==> src/rtl/nor_reduce_pipe_pkg.sv <==
// nor_reduce_pipe_pkg: mode encodings and per-bit lane reduction shared by the reduction pipe
package nor_reduce_pkg;
  localparam int MODE_W = 3;
  localparam int MAX_IN = 16;
  localparam logic [MODE_W-1:0] MODE_NOR  = 3'd0;
  localparam logic [MODE_W-1:0] MODE_OR   = 3'd1;
  localparam logic [MODE_W-1:0] MODE_AND  = 3'd2;
  localparam logic [MODE_W-1:0] MODE_NAND = 3'd3;
  localparam logic [MODE_W-1:0] MODE_XOR  = 3'd4;
  localparam logic [MODE_W-1:0] MODE_XNOR = 3'd5;

  // Reduces one bit column across the first n lanes; returns {err, result}.
  // Illegal modes force the result to 0 and raise err.
  function automatic logic [1:0] reduce_lanes(input logic [MODE_W-1:0] mode,
                                              input logic [MAX_IN-1:0] lanes,
                                              input int n);
    logic r_or, r_and, r_xor, r;
    r_or = 1'b0;
    r_and = 1'b1;
    r_xor = 1'b0;
    for (int i = 0; i < MAX_IN; i++) begin
      if (i < n) begin
        r_or = r_or | lanes[i];
        r_and = r_and & lanes[i];
        r_xor = r_xor ^ lanes[i];
      end
    end
    r = mode == MODE_NOR  ? !r_or  :
        mode == MODE_OR   ?  r_or  :
        mode == MODE_AND  ?  r_and :
        mode == MODE_NAND ? !r_and :
        mode == MODE_XOR  ?  r_xor :
        mode == MODE_XNOR ? !r_xor : 1'b0;
    return {mode > MODE_XNOR, r};
  endfunction
endpackage

==> src/rtl/nor_reduce_pipe_if.sv <==
// nor_reduce_pipe_if: input and output valid/ready streams of the reduction pipe
interface nor_reduce_pipe_if #(
  parameter int NUM_IN = 2,
  parameter int WIDTH  = 1
);
  logic                          in_valid;
  logic                          in_ready;
  logic [nor_reduce_pkg::MODE_W-1:0] in_mode;
  logic [NUM_IN*WIDTH-1:0]       in_data;
  logic                          out_valid;
  logic                          out_ready;
  logic [WIDTH-1:0]              out_data;
  logic                          out_err;

  modport master (
    output in_valid, in_mode, in_data, out_ready,
    input  in_ready, out_valid, out_data, out_err
  );

  modport slave (
    input  in_valid, in_mode, in_data, out_ready,
    output in_ready, out_valid, out_data, out_err
  );
endinterface

==> src/rtl/nor_reduce_pipe_stage.sv <==
// pipe_stage: one-deep valid/ready register slice with a parametrised payload
module pipe_stage #(
  parameter int W = 1
) (
  input  logic         clk,
  input  logic         rst_n,
  input  logic         valid_i,
  output logic         ready_o,
  input  logic [W-1:0] data_i,
  output logic         valid_o,
  input  logic         ready_i,
  output logic [W-1:0] data_o
);
  logic         valid_q, valid_d;
  logic [W-1:0] data_q, data_d;

  assign ready_o = !valid_q || ready_i;
  assign valid_o = valid_q;
  assign data_o  = data_q;

  // Load on advance; payload only changes when a new item is actually taken
  always_comb begin
    valid_d = ready_o ? valid_i : valid_q;
    data_d  = ready_o && valid_i ? data_i : data_q;
  end

  // Slice state; reset empties the slice and clears the payload
  always_ff @(posedge clk or negedge rst_n) begin
    if (!rst_n) begin
      valid_q <= 1'b0;
      data_q  <= '0;
    end else begin
      valid_q <= valid_d;
      data_q  <= data_d;
    end
  end
endmodule

==> src/rtl/nor_reduce_pipe.sv <==
// nor_reduce_pipe: two-stage registered multi-lane bitwise reduction with backpressure
module nor_reduce_pipe
  import nor_reduce_pkg::*;
#(
  parameter int NUM_IN = 2,
  parameter int WIDTH  = 1
) (
  input logic              clk,
  input logic              rst_n,
  nor_reduce_pipe_if.slave bus
);
  localparam int DW = NUM_IN * WIDTH;

  logic                     s1_valid, s2_ready;
  logic [MODE_W+DW-1:0]     s1_payload;
  logic [MODE_W-1:0]        s1_mode;
  logic [DW-1:0]            s1_data;
  logic [MAX_IN-1:0]        col;
  logic [WIDTH-1:0]         res, errs;
  logic [WIDTH:0]           s2_payload;

  assign {s1_mode, s1_data} = s1_payload;
  assign {bus.out_err, bus.out_data} = s2_payload;

  pipe_stage #(.W(MODE_W + DW)) u_s1 (
    .clk     (clk),
    .rst_n   (rst_n),
    .valid_i (bus.in_valid),
    .ready_o (bus.in_ready),
    .data_i  ({bus.in_mode, bus.in_data}),
    .valid_o (s1_valid),
    .ready_i (s2_ready),
    .data_o  (s1_payload)
  );

  // Gather each bit column across lanes and reduce it under the registered mode
  always_comb begin
    col  = '0;
    res  = '0;
    errs = '0;
    for (int b = 0; b < WIDTH; b++) begin
      col = '0;
      for (int i = 0; i < NUM_IN; i++) col[i] = s1_data[i*WIDTH+b];
      {errs[b], res[b]} = reduce_lanes(s1_mode, col, NUM_IN);
    end
  end

  pipe_stage #(.W(WIDTH + 1)) u_s2 (
    .clk     (clk),
    .rst_n   (rst_n),
    .valid_i (s1_valid),
    .ready_o (s2_ready),
    .data_i  ({|errs, res}),
    .valid_o (bus.out_valid),
    .ready_i (bus.out_ready),
    .data_o  (s2_payload)
  );
endmodule

==> src/flat_wrapper.sv <==
// flat-port wrapper written by rule: the top's interface ports become plain ports
module nor_reduce_pipe_flat import nor_reduce_pkg::*;
#(
  parameter int NUM_IN = 2,
  parameter int WIDTH  = 1
)
  (clk, rst_n, bus_in_valid, bus_in_mode, bus_in_data, bus_out_ready, bus_in_ready, bus_out_valid, bus_out_data, bus_out_err);
  nor_reduce_pipe_if #(.NUM_IN(NUM_IN), .WIDTH(WIDTH)) bus_i ();
  input logic clk;
  input logic rst_n;
  input wire logic [$bits(bus_i.in_valid)-1:0] bus_in_valid;
  input wire logic [$bits(bus_i.in_mode)-1:0] bus_in_mode;
  input wire logic [$bits(bus_i.in_data)-1:0] bus_in_data;
  input wire logic [$bits(bus_i.out_ready)-1:0] bus_out_ready;
  output wire logic [$bits(bus_i.in_ready)-1:0] bus_in_ready;
  output wire logic [$bits(bus_i.out_valid)-1:0] bus_out_valid;
  output wire logic [$bits(bus_i.out_data)-1:0] bus_out_data;
  output wire logic [$bits(bus_i.out_err)-1:0] bus_out_err;
  assign bus_i.in_valid = bus_in_valid;
  assign bus_i.in_mode = bus_in_mode;
  assign bus_i.in_data = bus_in_data;
  assign bus_i.out_ready = bus_out_ready;
  assign bus_in_ready = bus_i.in_ready;
  assign bus_out_valid = bus_i.out_valid;
  assign bus_out_data = bus_i.out_data;
  assign bus_out_err = bus_i.out_err;
  nor_reduce_pipe #(.NUM_IN(NUM_IN), .WIDTH(WIDTH)) u_core (.clk(clk), .rst_n(rst_n), .bus(bus_i));
endmodule
==> config.mk <==
export PLATFORM = sky130hd
export DESIGN_NAME = nor_reduce_pipe_flat
export DESIGN_NICKNAME = d
export VERILOG_FILES = /design/src/rtl/nor_reduce_pipe_pkg.sv /design/src/rtl/nor_reduce_pipe_if.sv /design/src/rtl/nor_reduce_pipe_stage.sv /design/src/rtl/nor_reduce_pipe.sv /design/src/flat_wrapper.sv
export SDC_FILE = /design/constraint.sdc
export NUM_CORES = 1
export LEC_CHECK = 0
export CORE_MARGIN = 2
export CORE_UTILIZATION = 30
export DETAILED_ROUTE_END_ITERATION = 6
export SLEW_MARGIN = 15
export SYNTH_ARGS = -nofsm -noshare
export SYNTH_HDL_FRONTEND = slang
export SYNTH_SLANG_ARGS = --single-unit
==> constraint.sdc <==
create_clock -name clk -period 1.65 [get_ports clk]
set_clock_uncertainty 0.15 [all_clocks]
set_input_delay 0.33 -clock clk [delete_from_list [all_inputs] [get_ports clk]]
set_output_delay 0.33 -clock clk [all_outputs]
set_load 0.05 [all_outputs]
### Word-level counts from Yosys, hierarchy flattened

Cells that the tools add are included.

| operators by class | value |
|---|---|
| order comparisons | 1 |
| eq/ne operators | 5 |
| mux-type cells | 6 |
| bitwise logic cells | 3 |
| reductions and logical operators | 10 |

Operator list:

| kind | number |
|---|---|
| $eq 3x2->1 const B | 2 |
| $eq 3x3->1 const B | 2 |
| $mux 1 | 6 |
| $logic_not 1->1 | 5 |
| $eq 3x1->1 const B | 1 |
| $gt 3x3->1 const B | 1 |
| $logic_not 3->1 | 1 |
| $logic_and 1x1->1 | 2 |
| $logic_or 1x1->1 | 2 |
| $and 1x1->1 | 1 |
| $or 1x1->1 | 1 |
| $xor 1x1->1 | 1 |

| storage, ports and cells | value |
|---|---|
| register bits | 9 |
| input port bits | 9 |
| output and inout port bits | 4 |

### Depth between registers and ports, before layout

Gate-level depths: netlist of the first run.

| depth | value |
|---|---|
| depth in word-level cells | 8 |
| gate-level depth with buffers | 6 |
| gate-level depth less buffers | 6 |

### Cells and area by module

From an unflattened synthesis of the first run, not the netlist that was laid out.

| second synthesis, totals | value |
|---|---|
| cells, all modules | 32 |
| area, all modules | 473.0 sq um |

By module, submodules not included:

| module | times used | cells each | area an instance (sq um) | sequential area each (sq um) |
|---|---|---|---|---|
| pipe_stage (u_core.u_s1) | 1 | 14 | 257.7 | 150.1 |
| pipe_stage (u_core.u_s2) | 1 | 8 | 132.6 | 75.1 |
| nor_reduce_pipe | 1 | 10 | 82.6 | 0.0 |

### Least setup slack after synthesis of the first run

No wires, ideal clock.

| timing | value |
|---|---|
| path type | reg2reg |
| from | register u_core.u_s2.valid_q, in the netlist u_core.u_s2.valid_o |
| to | register u_core.u_s1.data_q[0], in the netlist u_core.u_s1.data_o[0] |
| library setup time | 0.125 ns |
| arrival time | 1.866 ns |
| data required time | 1.375 ns |
| setup slack | -0.491 ns |
| stages on the path, launching flop included | 4 |
| buffers on the path | 0 |
| period minus slack after synthesis | 2.141 ns |
| cell sequence | dfrtp_1 nand3b_1 nand2_1 mux2_2 |

| on the way | value |
|---|---|
| word-level cells in the longest chain between the ends | 4 |

RTL lines:

| element | RTL line | source |
|---|---|---|
| start: declaration | nor_reduce_pipe_stage.sv:14 | `logic valid_q, valid_d;` |
| start signal: assignment | nor_reduce_pipe_stage.sv:33 | `valid_q <= valid_d;` |
| $logic_not 1->1 | nor_reduce_pipe_stage.sv:17 | `assign ready_o = !valid_q \|\| ready_i;` |
| $logic_or 1x1->1 (2 in a row) | nor_reduce_pipe_stage.sv:17 |  |
| net bus_in_ready | flat_wrapper.sv:15 | `output wire logic [$bits(bus_i.in_ready)-1:0] bus_in_ready;` |
| $logic_and 1x1->1 | nor_reduce_pipe_stage.sv:24 | `data_d = ready_o && valid_i ? data_i : data_q;` |
| end signal: assignment | nor_reduce_pipe_stage.sv:34 | `data_q <= data_d;` |
| end: declaration | nor_reduce_pipe_stage.sv:15 | `logic [W-1:0] data_q, data_d;` |

The timed path passes the listed nets, and every way through them passes these cells.
A chain may end at the register's enable or synchronous reset.

### Worst setup path in the final report of the first run

| timing | value |
|---|---|
| from | register u_core.u_s1.data_q[0], in the netlist u_core.u_s1.data_o[0] |
| to | register u_core.u_s2.data_q[0], in the netlist u_core.u_s2.data_o[0] |

| on the way | value |
|---|---|
| word-level cells in the longest chain between the ends | 8 |

RTL lines:

| element | RTL line | source |
|---|---|---|
| $xor 1x1->1 | nor_reduce_pipe_pkg.sv:25 | `r_xor = r_xor ^ lanes[i];` |
| $logic_not 1->1 | nor_reduce_pipe_pkg.sv:33 | `mode == MODE_XNOR ? !r_xor : 1'b0;` |
| $mux 1 | nor_reduce_pipe_pkg.sv:33 |  |
| $mux 1 | nor_reduce_pipe_pkg.sv:32 | `mode == MODE_XOR ? r_xor :` |
| $mux 1 | nor_reduce_pipe_pkg.sv:31 | `mode == MODE_NAND ? !r_and :` |
| $mux 1 | nor_reduce_pipe_pkg.sv:30 | `mode == MODE_AND ? r_and :` |
| $mux 1 | nor_reduce_pipe_pkg.sv:29 | `mode == MODE_OR ? r_or :` |
| $mux 1 * | nor_reduce_pipe_pkg.sv:28 | `r = mode == MODE_NOR ? !r_or :` |
| end signal: assignment | nor_reduce_pipe_stage.sv:34 |  |
| end: declaration | nor_reduce_pipe_stage.sv:15 |  |

Every way passes the cells marked *; elsewhere a longest branch is shown, timed or not.

==> results of run 1 <==
-- kinds of logic after synthesis --
kind of cell	after synthesis
and+or+nand+nor	10
DFF	9
muxes	6
AOI/OAI and AO/OA	2
xor gates and xnor gates	2
buffers and inverters	2
adders and majority gates	2
-- per-stage QoR --
stage / cell area [um^2] / worst slack, ns / hold WS, ns
2_1_floorplan: 415 / -0.244 / -0.116
3_3_place_gp: 602 / -0.0536 / 0.321
3_5_place_dp: 602 / -0.0979 / 0.339
4_1_cts: 628 / 0.00988 / 0.218
5_1_grt: 646 / -0.0365 / 0.228
6_report: 646 / 0.0570 / 0.216
-- metal layers --
metal	vias up	share of wire	global-route usage
li1	150	-	-
met1	143	0.40	0.147
met2	11	0.49	0.180
met3	4	0.074	0.0326
met4	0	0.033	0.125
met5	-	0	0
-- final timing paths --
check                      slack (ns)             startpoint  cells past startpoint                     to
hold reg to reg                  0.35    u_core.u_s1.valid_o                      1    u_core.u_s2.valid_o
hold / removal                   0.22                  rst_n                      1    u_core.u_s1.valid_o
setup / recovery                 0.06  u_core.u_s1.data_o[0]                      6  u_core.u_s2.data_o[0]
max in group asynchronous        0.82                  rst_n                      1    u_core.u_s2.valid_o
min in group clk                 0.24          bus_out_ready                      3    u_core.u_s2.valid_o
setup reg to reg                 0.06  u_core.u_s1.data_o[0]                      6  u_core.u_s2.data_o[0]
-- what timing repair did --
action,in CTS,in global routing
setup buffers,1,2
pin swaps,0,1
cloned,0,0
resized for setup,0,1
setup endpoints to repair,1,7
-- placed cells by master, fill, tap and decap left out, drive strengths merged, types with 2 or more instances in the layout --
master,netlist,routed
nand2b,2,2
nand2,4,4
buf,0,7
dfrtp,9,9
inv,2,2
mux2,5,5
ha,2,2
clkbuf,0,4
clkdlybuf4s50,0,7
-- area by class of cell --
class | count | area share
clock buffers | 4 | 0.0407
flip-flops and latches | 9 | 0.351
well taps | 15 | 0.0291
inverters | 2 | 0.0116
repair buffers | 15 | 0.287
multi-input cells | 22 | 0.281
-- report_power, final --
group | internal, mW | switching, mW
combinational | 0.143 | 0.118
clock | 0.0931 | 0.0761
sequential | 0.257 | 0.0345
total | 0.494 | 0.229
-- Yosys cell counts --
cell type  n  area share
mux2_2     5        0.14
dfrtp_1    9        0.55
a211o_1    1       0.021
mux2i_1    1       0.024
nand2_1    4       0.036
nand2b_1   2       0.030
inv_1      2       0.018
o21ai_0    1       0.012
nor3_1     1       0.012
nor4b_1    1       0.021
or2b_1     1       0.018
ha_1       2       0.061
nand3b_1   1       0.018
xnor2_1    1       0.021
xor2_1     1       0.021
-- registers in the layout, indices dropped and copies added, names as in the netlist --
signal,cells
u_core.u_s1.data_o,5
u_core.u_s2.data_o,2
u_core.u_s2.valid_o,1
u_core.u_s1.valid_o,1
==> key figures, run 1 <==
Setup path
  – Worst endpoint required time: approximately 1.7 ns
  – CP Class: flop to flop
  – Buffers & Inverters on Critical Path: 1
  – Slowest CP cell: dfrtp_1
  – Critical Path End Type: flop
  – Critical Path Source Type: flop
  – Largest fanout on the critical path: 2
  – Crit path DAT: about 1.6 ns
  – Crit-path leading delay family: flip-flops
  – CP max stage delay: around 0.35 ns
  – CP cell instances: inv_1 -> ha_1 -> mux2i_1 -> xor2_1 -> nor3_1 -> a211o_1

Finish
  – Filler cells: 119
  – Share of post-route cells with drive strength above 1: 0.327
  – # diodes: 0
  – Post-route insts no fill: 67
  – Multi-input gate area: around 180 um^2
  – Fin util: 0.502
  – Layout area overhead: 56.8%
  – Nets: 64
  – Seq. cell area: approximately 230 um^2

Power
  – Pwr Density: ~1100 nW/um^2
  – Total power: 0.722 mW
  – Max IR drop VDD: 0.000441 V
  – Leak Pwr: between 0.3 and 0.4 nW

Clock network
  – Skew-Pair Late Insertion Delay: approximately 0.26 ns
  – CTS hold repair buffers: 0
  – Clk root buf: clkbuf_4
  – Clk slew on worst S/H paths: 0.06 ns
  – CTS tree: yes
  – Num CTS Buffers: 3
  – Clock sink total: 9
  – Clock Path Buffers: 2
  – H-tree levels: 1

Logic synthesis
  – Largest family of logic cells by synthesized area: multiplexers
  – Mux share of post-synthesis cell area: 0.161
  – Post-synthesis compound-gate area fraction: 0.0334
  – Area share of and/or/nand/nor cells after synthesis: 0.137
  – Synth warnings: 0
  – Seq cells post-synth: 9
  – Net count after synthesis: 44
  – Netlist area before placement: slightly above 400 um^2
  – Synth Area in XOR/XNOR: 0.0426
  – Cell variety after synth: 15
  – Sequential share of the synthesized area: 0.547
  – Post-synthesis cell count: 33
  – Average cell area after synthesis: 12.5 um^2
  – Synth Area in Adders: 0.0608

Placed design
  – DPL Wire Length: approximately 590 um
  – Placed insts: about 60
  – IO buf count: 12
  – Gpl congestion: approximately 0.71

Drt
  – Drt via density: around 4.6
  – DRC marker count from the first detailed-route iteration: 6
  – Routed Antenna Nets: 0
  – Drt first pass iters: 3
  – Drt wl/cell: roughly 12 um
  – DRC Markers: 0
  – Routed vias: a little over 300
  – Routed wire length: 788 um

Timing
  – Pin slew with the least headroom to its limit: about 0.42 ns
  – Crit path time final: roughly 1.6 ns
  – Final slew viol count: 0
  – Final Hold Viols: 0
  – Total negative setup slack: 0 ns
  – Fmax: ~0.63 GHz
  – RSZ-0062 raised after global routing: true
  – Period utilisation layout: 0.965
  – Slew margin rel.: 0.722
  – Final Setup Violations: 0

Global routing
  – Largest net degree at the start of global routing: 10
  – Total GRT Usage: 0.126
  – Grt ovf: 0
  – Global-route wire length before repair: between 1000 and 1500 um
  – Number of global-route vias before repair: 275
  – Initial antenna violation count: 0

Die
  – IO Count: 13
  – Die area: about 1700 um^2
  – Site row count: 13
  – Die height: between 40 and 50 um
  – Starting Density: 0.320
  – Die Span X: 41.0 um
  – Core footprint: roughly 1300 um^2

Job
  – MaxCap Viol Count: 0

Outcome
  – Status: completed

Hold path
  – Worst min path class: primary input to async pin
(Power assumes the default switching activity.)
==> inputs of run 2 (changes only) <==
- CAP_MARGIN: unset -> 20
==> results of run 2 <==
No change in the layout: final DEF, timing and power equal those of run 1.
==> edit 1, RTL diff (flow settings as in run 1) <==
`MODE_W`: 3 -> 5.
--- a/src/rtl/nor_reduce_pipe_pkg.sv
+++ b/src/rtl/nor_reduce_pipe_pkg.sv
@@ -1,6 +1,6 @@
 // nor_reduce_pipe_pkg: mode encodings and per-bit lane reduction shared by the reduction pipe
 package nor_reduce_pkg;
-  localparam int MODE_W = 3;
+  localparam int MODE_W = 5;
   localparam int MAX_IN = 16;
   localparam logic [MODE_W-1:0] MODE_NOR  = 3'd0;
   localparam logic [MODE_W-1:0] MODE_OR   = 3'd1;
Ports: changed (resized bus_in_mode); port bits go from 13 to 15. No check against the original RTL was run, so the function may have changed too.
==> edit 1 against run 1 <==
Routed wire length increased by 5.7%; utilization is 0.49 points higher; final cell count is 12% higher; synthesized area increased by 24%; cell area grew 21%; sequential cell count up 2; total power grew 8.1%; critical path depth fell by 4; non-clock buffer count is 1 higher; setup slack better by 0.064 ns; critical path type is now register to output port; largest power group unchanged; highest routed layer unchanged.
==> edit 1: results (changes against run 1) <==
stage,metric,value,unit,change
power_and_ir_drop,Peak supply drop,0.4890,mV,+11%
worst_setup_path,RR Startpoint,u_core.u_s1.valid_o,,
cts,clock slew at the register clock pins of the worst setup and hold paths,0.06,ns,about the same
route,vias after detailed routing,361,,+17%
cells_and_area,max reg flops,7,,+2
worst_setup_path,reg2reg path depth,4,,-2
logic_synthesis,Cell variety after synth,16,,+1
worst_setup_path,reg2reg end,u_core.u_s1.data_o[5],,
logic_synthesis,Post-synth ARST share,100.0,%,unchanged
worst_setup_path,WP data arrival,1.05,ns,-0.54 ns
worst_setup_path,worst reg-to-reg setup slack,0.16,ns,+0.10 ns
cells_and_area,fillers,146,,+23%
route,Routed WL per cell,11.11,um,-5.6%
worst_setup_path,crit path max fanout,6,,+4
place,post-placement cell count,71,,+16%
route,Vias/cell,4.813,,+4.7%
logic_synthesis,Post-Syn Area per Cell,13.06,sq um,+4.7%
timing,Least-Margin Pin Slew,0.2278,ns,-0.1879 ns
logic_synthesis,commonest cells in the netlist,"dfrtp_1 (11), mux2_2 (7), nand2b_1 (3), xnor2_1 (3)",,
logic_synthesis,top post-synthesis cells by area,"dfrtp_1 (54%), mux2_2 (15%), xnor2_1 (5.2%), ha_1 (4.9%), nand2b_1 (3.7%)",,
cells_and_area,post-layout net count,73,,+14%
logic_synthesis,syn nets,52,,+18%
logic_synthesis,sequential cell area fraction in the yosys report,54.05,%,-0.66 points
power_and_ir_drop,internal power,552.9,uW,+12%
grt,first-pass GRT wire length,1566,um,+28%
grt,gr usage total,10.97,%,-1.6 points
route,Detailed Route Iter0 Violations,3,,-3
worst_setup_path,CP max stage delay,0.41,ns,+0.06 ns
place,Port Buffers,14,,+2
run_status,outcome,"complete, no violations",,
power_and_ir_drop,Pleak,0.0003634,uW,+20%
grt,vias in the first global route,376,,+37%
cells_and_area,share of cells above drive strength 1,33.90,%,+1.2 points
[edit 1: how the worst max path moves through the flow]
stage,slack (ns),to,cells after the start
2_1_floorplan,-0.29,u_core.u_s1.data_o[0],3
3_3_place_gp,-0.11,bus_in_ready,4
3_5_place_dp,-0.11,bus_in_ready,4
4_1_cts,0.11,bus_in_ready,2
5_1_grt,0.02,bus_in_ready,2
6_report,0.12,bus_in_ready,2
[edit 1: repair_timing]
action                     in CTS  in global routing
buffers inserted                1                  0
hold endpoints to repair        0                  0
setup endpoints to repair       1                  0
resized for setup               1                  0
[edit 1: metrics by stage]
step           hold slack, ns  area [sq um]  power, uW  utilization (%)
2_1_floorplan         -0.1156         541.8      501.1                -
3_3_place_gp           0.3383         757.0      613.4            49.11
3_5_place_dp           0.3440         757.0      617.2            49.11
4_1_cts                0.1324         782.0      792.5            50.73
5_1_grt                0.1358         782.0      833.4            50.73
6_report               0.1392         782.0      781.1            50.73
[edit 1: metal layers]
metal | track usage (%) | routed length, um
met5 | 0 | 0
met4 | 7.059 | 10
met3 | 3.600 | 38
met2 | 14.86 | 367
met1 | 14.82 | 416
[edit 1: layout make-up]
class	count	area share, %
Tap cell	16	2.560
Inverter	2	0.9600
Sequential cell	11	35.36
Multi-Input combinational cell	26	32.96
Timing Repair Buffer	16	24.80
Clock buffer	4	3.360
[edit 1: cell families (layout without fill, tap and decap cells)]
group	count (synthesis)	in the layout	share of synthesized area [%]
simple gates	7	7	8.356
fa+ha+maj	2	2	4.913
buf+inv	2	22	1.475
xor+xnor	3	3	5.161
mux	7	7	15.48
compound gates	7	7	10.56
flops	11	11	54.05
[edit 1: worst register-to-register path: stages, from the launching register on]
cell and delay, ns:
dfrtp_1 0.41, nand3b_1 0.18, buf_4 0.19, nand2_4 0.13, mux2_4 0.31
[edit 1: power by group through the flow]
stage               Sequential, uW  Clock (uW)  Combinational, uW
floorplan                      378           0                124
global placement               351           0                262
detailed placement             353           0                264
CTS                            348         181                264
global route                   354         200                280
finish                         347         174                260
==> edit 2, RTL diff (config.mk and constraints of run 1) <==
Without the edit above. Make the reset (`rst_n`) synchronous in one clocked block.
--- a/src/rtl/nor_reduce_pipe_stage.sv
+++ b/src/rtl/nor_reduce_pipe_stage.sv
@@ -25,7 +25,7 @@
   end
 
   // Slice state; reset empties the slice and clears the payload
-  always_ff @(posedge clk or negedge rst_n) begin
+  always_ff @(posedge clk) begin
     if (!rst_n) begin
       valid_q <= 1'b0;
       data_q  <= '0;
Function: differs if rst_n is asserted again (counterexample within 4 cycles, from zero or initial values and one cycle with rst_n low); with rst_n held inactive, the same outputs for 10 cycles.
==> edit 2 against run 1 <==
Non-clock buffer count is the same; cell area is 0.78% lower; highest routed layer is now met3; synthesized cell count grew 48%; maximum frequency up 0.72%; sequential cell count did not move; setup slack gained 0.011 ns; global-route usage decreased by 1.1 points; routed wire length increased by 4.2%; synthesized area increased by 0.61%; critical path depth decreased by 3.
Power is not compared: it rests on default switching activity, and its combinational part moved more than twofold at a synthesized area within 25%.
==> edit 2: results (changes against run 1) <==
stage,metric,value,unit,change
worst_hold_path,HP Class,register to register,,
place,Post-Place Worst Slack,-0.05633,ns,+0.04160 ns
logic_synthesis,Cell variety after synth,17,,+2
cells_and_area,fin cells,83,,+24%
cells_and_area,design area,640.6,sq um,-0.78%
cts,Post-CTS Resized,1,,+1
logic_synthesis,"FF+latch count, synth",9,,unchanged
cells_and_area,fillers,137,,+15%
worst_setup_path,worst reg-to-reg setup slack,0.25,ns,+0.19 ns
cells_and_area,Seq/total area,28.13,%,-7.0 points
worst_setup_path,WP data arrival,1.10,ns,-0.49 ns
cells_and_area,post-layout net count,80,,+25%
worst_setup_path,reg2reg end,u_core.u_s2.data_o[0],,
route,Detailed Routing Iterations Pass 1,2,,-1
cells_and_area,share of cells above drive strength 1,16.18,%,-17 points
logic_synthesis,post-synthesis compound-gate area fraction,22.05,%,+19 points
place,post-placement cell count,79,,+30%
grt,first-pass GRT wire length,1235,um,+1.1%
timing,post-layout minimum cycle time,1.582,ns,-0.01137 ns
logic_synthesis,Post-synth ARST share,0,%,-100 points
route,drt total wl,821,um,+4.2%
timing,Slew HR,83.24,%,+11 points
logic_synthesis,Post-Syn Area per Cell,8.452,sq um,-32%
place,Post-Place Cell Area,615.6,sq um,+2.3%
logic_synthesis,sequential cell area fraction in the yosys report,43.50,%,-11 points
cells_and_area,Non-clk invs,7,,+5
worst_setup_path,crit path max fanout,4,,+2
cells_and_area,multi-input gates,33,,+50%
logic_synthesis,largest family of logic cells by synthesized area,compound AO/OA/AOI/OAI gates,,
cells_and_area,NonClk Buf Share,28.32,%,-0.36 points
logic_synthesis,"Primary FF master, synth",dfxtp_1,,
run_status,outcome,"complete, no violations",,
place,HPWL after DPL,651.2,um,+11%
logic_synthesis,Synth Area in Adders,6.042,%,-0.037 points
cells_and_area,Clock buf/inv share,4.102,%,+0.032 points
logic_synthesis,commonest cells in the netlist,"a21oi_1 (9), dfxtp_1 (9), o21ai_0 (6)",,
worst_setup_path,Setup crit start,u_core.u_s2.valid_o,,
grt,vias in the first global route,315,,+15%
logic_synthesis,top post-synthesis cells by area,"dfxtp_1 (44%), a21oi_1 (11%), o21ai_0 (7.3%), ha_1 (6.0%), nand3_1 (6.0%)",,
grt,gr usage total,11.48,%,-1.1 points
route,vias after detailed routing,388,,+26%
worst_setup_path,critical path capture point,bus_in_ready,,
route,Detailed Route Iter0 Violations,3,,-3
logic_synthesis,Yosys top cell area share,43.50,%,-11 points
place,GP Congestion,0.6899,,-3.3%
cells_and_area,multi-input combinational area share,32.42,%,+4.3 points
worst_setup_path,RR Startpoint,u_core.u_s1.data_o[0],,
timing,hold_ws,0.3474,ns,+0.1314 ns
worst_setup_path,reg2reg path depth,5,,-1
logic_synthesis,syn nets,60,,+36%
logic_synthesis,mux share of post-synthesis cell area,4.834,%,-11 points
==> edit 2: cell types whose count changed in the layout (fill, tap and decap cells not counted), sizes merged, moves of 5 or more <==
cell / delta
a21oi: +9
o21ai: +5
mux2: -5
dfrtp: -9
dfxtp: +9
nand3: +5
==> edit 2: power by group through the flow <==
stage          sequential, uW  clock [uW]  combinational, uW
2_1_floorplan             254           0               33.8
3_3_place_gp              246           0               89.7
3_5_place_dp              246           0               90.5
4_1_cts                   241         173               89.8
5_1_grt                   243         185               96.4
6_report                  241         169               88.8
==> edit 2: worst max-delay path, cell delays in order, from the launching register on <==
cell and delay, ns:
dfxtp_1 0.42, and3b_1 0.23, inv_2 0.06, buf_12 0.14
==> edit 2: per-layer routing <==
metal  part of all wire [%]  global-route usage, %  wire [um]  vias up
li1                       -                      -          -      212
met1                     50                  15.21        410      167
met2                     44                  16.02        365        9
met3                    5.5                  4.891         45        0
met4                      0                  4.839          0        0
met5                      0                      0          0        -
